[src/rtl/seq_det_pkg.sv]
// Shared helpers for serial pattern detectors: state width and the constant KMP transition function.
package seq_det_pkg;

  localparam int MAX_PAT_W = 16;
  localparam int IDX_W     = 4;

  typedef logic [MAX_PAT_W-1:0] pattern_t;

  function automatic int clog2(input int value);
    int result;
    result = 0;
    while ((1 << result) < value) result++;
    return result;
  endfunction

  // Prefix bit idx of the pattern; bit 0 of the prefix is the first bit received.
  function automatic logic pat_bit(input pattern_t pat, input int pat_w, input int idx);
    return pat[IDX_W'(pat_w - 1 - idx)];
  endfunction

  function automatic int fail(input pattern_t pat, input int pat_w, input int len);
    int   best;
    logic ok;
    best = 0;
    for (int k = 1; k < len; k++) begin
      ok = 1'b1;
      for (int i = 0; i < k; i++)
        if (pat_bit(pat, pat_w, i) != pat_bit(pat, pat_w, len - k + i)) ok = 1'b0;
      if (ok) best = k;
    end
    return best;
  endfunction

  // Longest pattern prefix that is a suffix of (prefix s followed by b); same result as KMP fallback.
  function automatic int delta(input pattern_t pat, input int pat_w, input int s, input logic b);
    int   best;
    int   j;
    logic ok;
    logic sb;
    best = 0;
    for (int k = 1; k <= s + 1; k++) begin
      if (k <= pat_w) begin
        ok = 1'b1;
        for (int i = 0; i < k; i++) begin
          j  = s + 1 - k + i;
          sb = (j < s) ? pat_bit(pat, pat_w, j) : b;
          if (pat_bit(pat, pat_w, i) != sb) ok = 1'b0;
        end
        if (ok) best = k;
      end
    end
    return best;
  endfunction

  function automatic int next_state(input int s, input logic b, input pattern_t pat,
                                    input int pat_w, input bit overlap);
    if (s > pat_w) return 0;
    if (s == pat_w) return delta(pat, pat_w, overlap ? fail(pat, pat_w, pat_w) : 0, b);
    return delta(pat, pat_w, s, b);
  endfunction

endpackage

[src/rtl/seq_det_counter.sv]
// Saturating match counter with synchronous clear; sat flags the all-ones value.
module seq_det_counter #(
  parameter int CNT_W = 8
) (
  input  logic             clk,
  input  logic             rst,
  input  logic             inc,
  input  logic             clr,
  output logic [CNT_W-1:0] cnt,
  output logic             sat
);

  assign sat = &cnt;

  always_ff @(posedge clk or negedge rst) begin
    if (!rst)
      cnt <= '0;
    else if (clr)
      cnt <= '0;
    else if (inc && !sat)
      cnt <= cnt + CNT_W'(1);
  end

endmodule

[src/rtl/seq_detector_param.sv]
// Parametrised Moore serial-pattern detector with sample enable, synchronous clear and match counter.
module seq_detector_param
  import seq_det_pkg::*;
#(
  parameter int               PAT_W   = 4,
  parameter logic [PAT_W-1:0] PATTERN = 4'b1101,
  parameter bit               OVERLAP = 1'b1,
  parameter int               CNT_W   = 8
) (
  input  logic             clk,
  input  logic             rst,
  input  logic             in,
  input  logic             in_en,
  input  logic             clr,
  output logic             out,
  output logic [CNT_W-1:0] match_cnt,
  output logic             cnt_sat
);

  localparam int             SW      = clog2(PAT_W + 1);
  localparam int             DEPTH   = 1 << SW;
  localparam pattern_t       PAT_EXT = pattern_t'(PATTERN);
  localparam logic [SW-1:0]  FULL    = SW'(PAT_W);

  logic [SW-1:0] state;
  logic [SW-1:0] nxt;
  logic          hit;
  logic [SW-1:0] next_tab [DEPTH][2];

  // Transition table is folded to constants; unused state codes fall back to 0.
  for (genvar gs = 0; gs < DEPTH; gs++) begin : g_state
    for (genvar gb = 0; gb < 2; gb++) begin : g_bit
      assign next_tab[gs][gb] = SW'(next_state(gs, 1'(gb), PAT_EXT, PAT_W, OVERLAP));
    end
  end

  always_comb begin
    nxt = next_tab[state][in];
    hit = in_en && !clr && (nxt == FULL);
  end

  always_ff @(posedge clk or negedge rst) begin
    if (!rst) begin
      state <= '0;
      out   <= 1'b0;
    end else if (clr) begin
      state <= '0;
      out   <= 1'b0;
    end else if (in_en) begin
      state <= nxt;
      out   <= (nxt == FULL);
    end
  end

  seq_det_counter #(
    .CNT_W(CNT_W)
  ) u_counter (
    .clk(clk),
    .rst(rst),
    .inc(hit),
    .clr(clr),
    .cnt(match_cnt),
    .sat(cnt_sat)
  );

endmodule
[config.mk]
export PLATFORM = sky130hd
export DESIGN_NAME = seq_detector_param
export DESIGN_NICKNAME = d
export VERILOG_FILES = /design/src/rtl/seq_det_pkg.sv /design/src/rtl/seq_det_counter.sv /design/src/rtl/seq_detector_param.sv
export SDC_FILE = /design/constraint.sdc
export NUM_CORES = 1
export LEC_CHECK = 0
export ABC_AREA = 1
export BUFFER_PORTS_ARGS = -buffer_cell sky130_fd_sc_hd__buf_2
export CORE_MARGIN = 2
export CORE_UTILIZATION = 40
export DETAILED_ROUTE_END_ITERATION = 12
export PLACE_DENSITY = 0.65
export RECOVER_POWER = 50
export SLEW_MARGIN = 20
export SYNTH_ARGS = -nofsm -noshare
export SYNTH_HDL_FRONTEND = slang
export SYNTH_SLANG_ARGS = --single-unit
[constraint.sdc]
create_clock -name clk -period 2 [get_ports clk]
set_input_delay 0 -clock clk [delete_from_list [all_inputs] [get_ports clk]]
set_output_delay 0 -clock clk [all_outputs]
set_load 0.03 [all_outputs]
# Word level (Yosys, flattened, before mapping)
# Memories as Yosys holds them, arrays and structs flattened.
# Index checks and enable logic that the tools add are counted.
# totals
reg_bits	12
latchBits	0
mem_bits_rw	0
mem_bits_ro	48
inputBits	5
out_inout_bits	10
wordCells	29
memories	1
# classes
n_addsub	1
mul	0
div_mod_pow	0
n_lt_le_gt_ge	2
n_eq_ne	1
n_shift	0
mux	11
bitwise	2
reduce_logical	8
# mem_list
memory	depth	width	rd	rd_ports_with_merged_regs	wr	line_no	source
(no name shown)	8	6	1	0	0	seq_detector_param.sv:38	nxt = next_tab[state][in];
# ops
op	count
$mux W8	2
$mux W3	5
$mux W6	2
$add A8 B1 Y8 const B	1
$reduce_and A8 Y1	1
$ge A4 B4 Y1 const B	1
$not A3 Y4	1
$reduce_bool A2 Y1	2
$eq A3 B3 Y1 const B	1
$logic_and A1 B1 Y1	3
$ge A2 B2 Y1 const B	1
$logic_not A1 Y1	2
$mux W1	2
$not A1 Y2	1

# Depth between registers and ports, before layout
# logic_depth
word_depth	12
ltp_mapped	10
mapped_depth_nobuf	10

# Modules after synthesis
# A second synthesis with hierarchy kept.
# hier_totals
cells_unflattened	109
area_unflattened_um2	779.5
# modules_own_cells
mod	instances	cells_each	area_per_inst_um2	seq_area_each_um2
seq_det_counter	1	69	503.0	200.2
seq_detector_param	1	40	276.5	100.1

# Worst setup path after synthesis
# Ideal clock, no wire load.
# synth_timing
path_kind	register -> register
start	register u_counter.cnt[1]
end	register u_counter.cnt[3]
setup_ns	0.118
arrival_time_ns	1.451
required_time_ns	1.882
setup_slack_ns	0.431
path_stages_with_launch	9
n_path_buf	0
synth_period_minus_slack_ns	1.569
cell_sequence	dfrtp_1 -> ha_1 -> nand2_1 -> nor2_2 -> nand4_2 -> inv_2 -> nor2_4 -> nand3_1 -> nand2_1
# synth_between
elab_chain_cells	4
word_cells_on_any_way	7
classes_between	add/sub: 1; mux: 2; reduce/logical: 4
# synth_lines
element	line_no	source
start: declaration	seq_det_counter.sv:9	output logic [CNT_W-1:0] cnt,
start signal: assignment	seq_det_counter.sv:21	cnt <= cnt + CNT_W'(1);
$reduce_and A8 Y1	seq_det_counter.sv:13	assign sat = &cnt;
named net cnt_sat	seq_detector_param.sv:17	output logic cnt_sat
$logic_not A1 Y1	seq_det_counter.sv:20	else if (inc && !sat)
$logic_and A1 B1 Y1	seq_det_counter.sv:20	
$reduce_bool A2 Y1 (no source line)	-	
# The timed path passes the listed nets, and every way through them passes these cells. The select of a mux whose other input is x is not followed.
# A chain may end at the register's enable or synchronous reset.

# Final worst setup path
# layout_timing
start	register state[0]
end	register u_counter.cnt[4]
# layout_between
elab_chain_cells	11
# layout_lines
element	line_no	source
start: declaration	seq_detector_param.sv:25	logic [SW-1:0] state;
start signal: assignment	seq_detector_param.sv:50	state <= nxt;
$not A3 Y4 (implied by the code)	seq_detector_param.sv:38	
$mem_v2 Z8 W6	-	
$mux W6 (implied by the code) (2 in series)	seq_detector_param.sv:38	
$mux W3 (implied by the code) (3 in series)	seq_detector_param.sv:38	
$eq A3 B3 Y1	seq_detector_param.sv:39	hit = in_en && !clr && (nxt == FULL);
$logic_and A1 B1 Y1	seq_detector_param.sv:39	
$logic_and A1 B1 Y1	seq_det_counter.sv:20	
$reduce_bool A2 Y1 (no source line)	-	
# Every way passes these cells. The select of a mux whose other input is x is not followed.

==> qor.yml <==
critical_path:
  crit_fanout: 8
  crit_top_cell: "nand2_1"
  cp_slowest_stage_delay_ns: 0.38
  cp.required_ns: 2.17
  end_kind: "flip-flop"
  crit_chain: "inv_1, ha_1, inv_1, nand2_1, nand3_1, nand2_1, nor2_1, nand3_2, nand3_1, nand2_1"
  cp_slowest_cell: "dfrtp_1"
  worstSetupStartpointType: "flip-flop"
  critPathArrivalTime_ns: 1.69
  crit_type: "flip-flop to flip-flop"
grt:
  grt_overflow: 0
  antenna_found_initial: 0
  grt_pass1_wl_um: 2570
  grt_max_degree: 17
  grt_util_all_layers_pct: 16.3
  grt_pass1_vias: 602
floorplan:
  initial_core_util_pct: 43.8
  die_h_um: 48.2
  coreArea_um2: 1780
  dieArea_um2: 2320
  dieWidth_um: 48.2
  io_pins: 15
  row_count: 15
clocking:
  post_cts_buffers: 0
  cts_resized: 0
  cts_max_path_buffers: 2
  cts.root.buffer_cell: "clkbuf_4"
  path_clk_slew_ns: 0.08
  cts_tree: "done"
  cts_max_level: 1
  numClockSinks: 12
  cts_buffers: 3
  insertion_delay_ns: 0.27
placed_design:
  portBuffers: 14
  hpwlAfterDp_um: 1130
  gp_congestion: 0.789
  post-place-ws_ns: 0.476
logic_synthesis:
  synth_top_area_share_pct: 38.5
  synth_ff_type: "dfrtp_1"
  synth_edf_count: 0
  synthTopCellsByCount: "nand2_1, nand3_1, inv_1"
  synth_most_common_cell: "nand2_1"
  ys_ff_latch: 12
  yosysTopAreaCell: "dfrtp_1"
  netlist_area_um2: 781
  synth.distinct_cells: 18
  syn_avg_cell_area_um2: 7.51
  syn_inst: 104
  synth_seq_area_share_pct: 38.5
  synth_area_leaders: "dfrtp_1, nand2_1, nand3_1, inv_1, ha_1"
  yosys_warnings: 0
  syn_nets: 113
  synthArstFlopShare_pct: 100
timing:
  maxSlewHeadroom_pct: 56.9
  slew_violations: 0
  hold_viol: 0
  setup_slack_ns: 0.474
  skew_ns: 0.00499
  rsz0062_at_grt: "no"
  worstMarginPinSlew_ns: 0.646
  fmax_ghz: 0.655
  setup_viol: 0
  tns_ns: 0
  fin_crit_sh_pct: 76.3
  fin_crit_ns: 1.53
outcome:
  status: "complete, no violations"
cells_and_area:
  regArea_um2: 300
  fillers: 182
  multi_input_area_um2: 408
  num_antenna_cells: 0
  drive_above_1_share_pct: 16.5
  area_delta_synth_final_pct: 15.5
  final_nets: 132
routing:
  drt_iter0_markers: 22
  ant_nets: 0
  dr_total_vias: 683
  vias_per_cell: 4.68
  post-route-drc-count: 0
  wl_per_cell_um: 10.4
  drt_pass1_iterations: 4
  routed_wl_um: 1520
power:
  peakVddDrop_mv: 0.270
  power_density_nw_per_um2: 486
  p_leak_nw: 0.521
min_path:
  hold_class: "input port to flip-flop"
job:
  drv_cap: 0
per-layer routing:
| metal | GRT usage (%) | vias up | routed length (um) |
|---|---|---|---|
| li1 | - | 369 | - |
| met1 | 20.9 | 296 | 752 |
| met2 | 25.0 | 16 | 694 |
| met3 | 4.44 | 2 | 65 |
| met4 | 8.11 | 0 | 12 |
| met5 | 0 | - | 0 |
final cells by class:
| class | count | area share (%) |
|---|---|---|
| Tap cell | 25 | 3.47 |
| Sequential cell | 12 | 33.3 |
| Clock buffer | 3 | 2.50 |
| Inverter | 18 | 7.49 |
| Multi-Input combinational cell | 73 | 45.2 |
| Timing Repair Buffer | 15 | 8.04 |
critical path: cells and delay by family, from the launching register on:
| family | cells | cell delay [ns] |
|---|---|---|
| buffers and inverters | 2 | 0.14 |
| adders and majority gates | 1 | 0.23 |
| and+or+nand+nor | 7 | 0.66 |
| DFF | 1 | 0.38 |
path summary, 6_finish.rpt:
check | startpoint | end | slack, ns | depth (start not counted)
worst max-delay path | state[0]$_DFFE_PN0P_ | u_counter.cnt[4]$_DFFE_PN0P_ | 0.47 | 10
worst min-delay path | clr | state[2]$_DFFE_PN0P_ | 0.06 | 4
worst max register to register | state[0]$_DFFE_PN0P_ | u_counter.cnt[4]$_DFFE_PN0P_ | 0.47 | 10
worst min register to register | out$_DFFE_PN0P_ | out$_DFFE_PN0P_ | 0.50 | 2
max in group asynchronous | rst | u_counter.cnt[2]$_DFFE_PN0P_ | 1.33 | 2
min in group asynchronous | rst | u_counter.cnt[7]$_DFFE_PN0P_ | 0.25 | 2
sequential cells by signal, summed over array words and instances (netlist names):
register,cells
state,3
out,1
u_counter.cnt,8
cell usage in the layout, fill, tap and decap left out:
master	n
xor2_1	3
nand2_2	1
nand3_2	2
nand2_1	26
nand4_2	2
clkbuf_1	6
dfrtp_1	12
inv_2	1
xnor2_1	1
dlygate4sd3_1	1
nor2_4	1
nor2_1	7
clkbuf_4	3
nor2_2	2
nand3_1	19
ha_1	4
o21ai_0	3
o31ai_1	1
nand4_1	1
buf_2	8
inv_1	17
what timing repair did:
item                       CTS  global route
hold endpoints to repair    12             0
hold buffers                 1             0
setup endpoints to repair    0             0
per-stage QoR:
stage,utilization (%),cell area (um^2),total power [mW],hold slack (ns),instances
after global placement,49.2,877,0.291,-0.102,142
after detailed placement,49.2,877,0.291,-0.102,142
final,50.6,902,0.438,0.0586,146
after global routing,50.6,902,0.465,0.0659,146
after CTS,51.0,910,0.447,0.0453,146
after floorplan,-,781,0.276,-0.296,104
cells by family (layout without fill, tap and decap cells):
family,after synthesis,count (layout),share of synthesized area [%]
compound gates,4,4,2.88
xor+xnor,4,4,4.49
fa+ha+maj,4,4,6.41
buf+inv,19,36,9.29
flops,12,12,38.5
simple gates,61,61,38.5
where the power goes:
part           internal [mW]  leakage [nW]  switching (mW)
Clock                 0.0696        0.0138          0.0815
Combinational         0.0128         0.340          0.0274
Sequential             0.245         0.167         0.00177
Power figures use the tool's default switching activity.
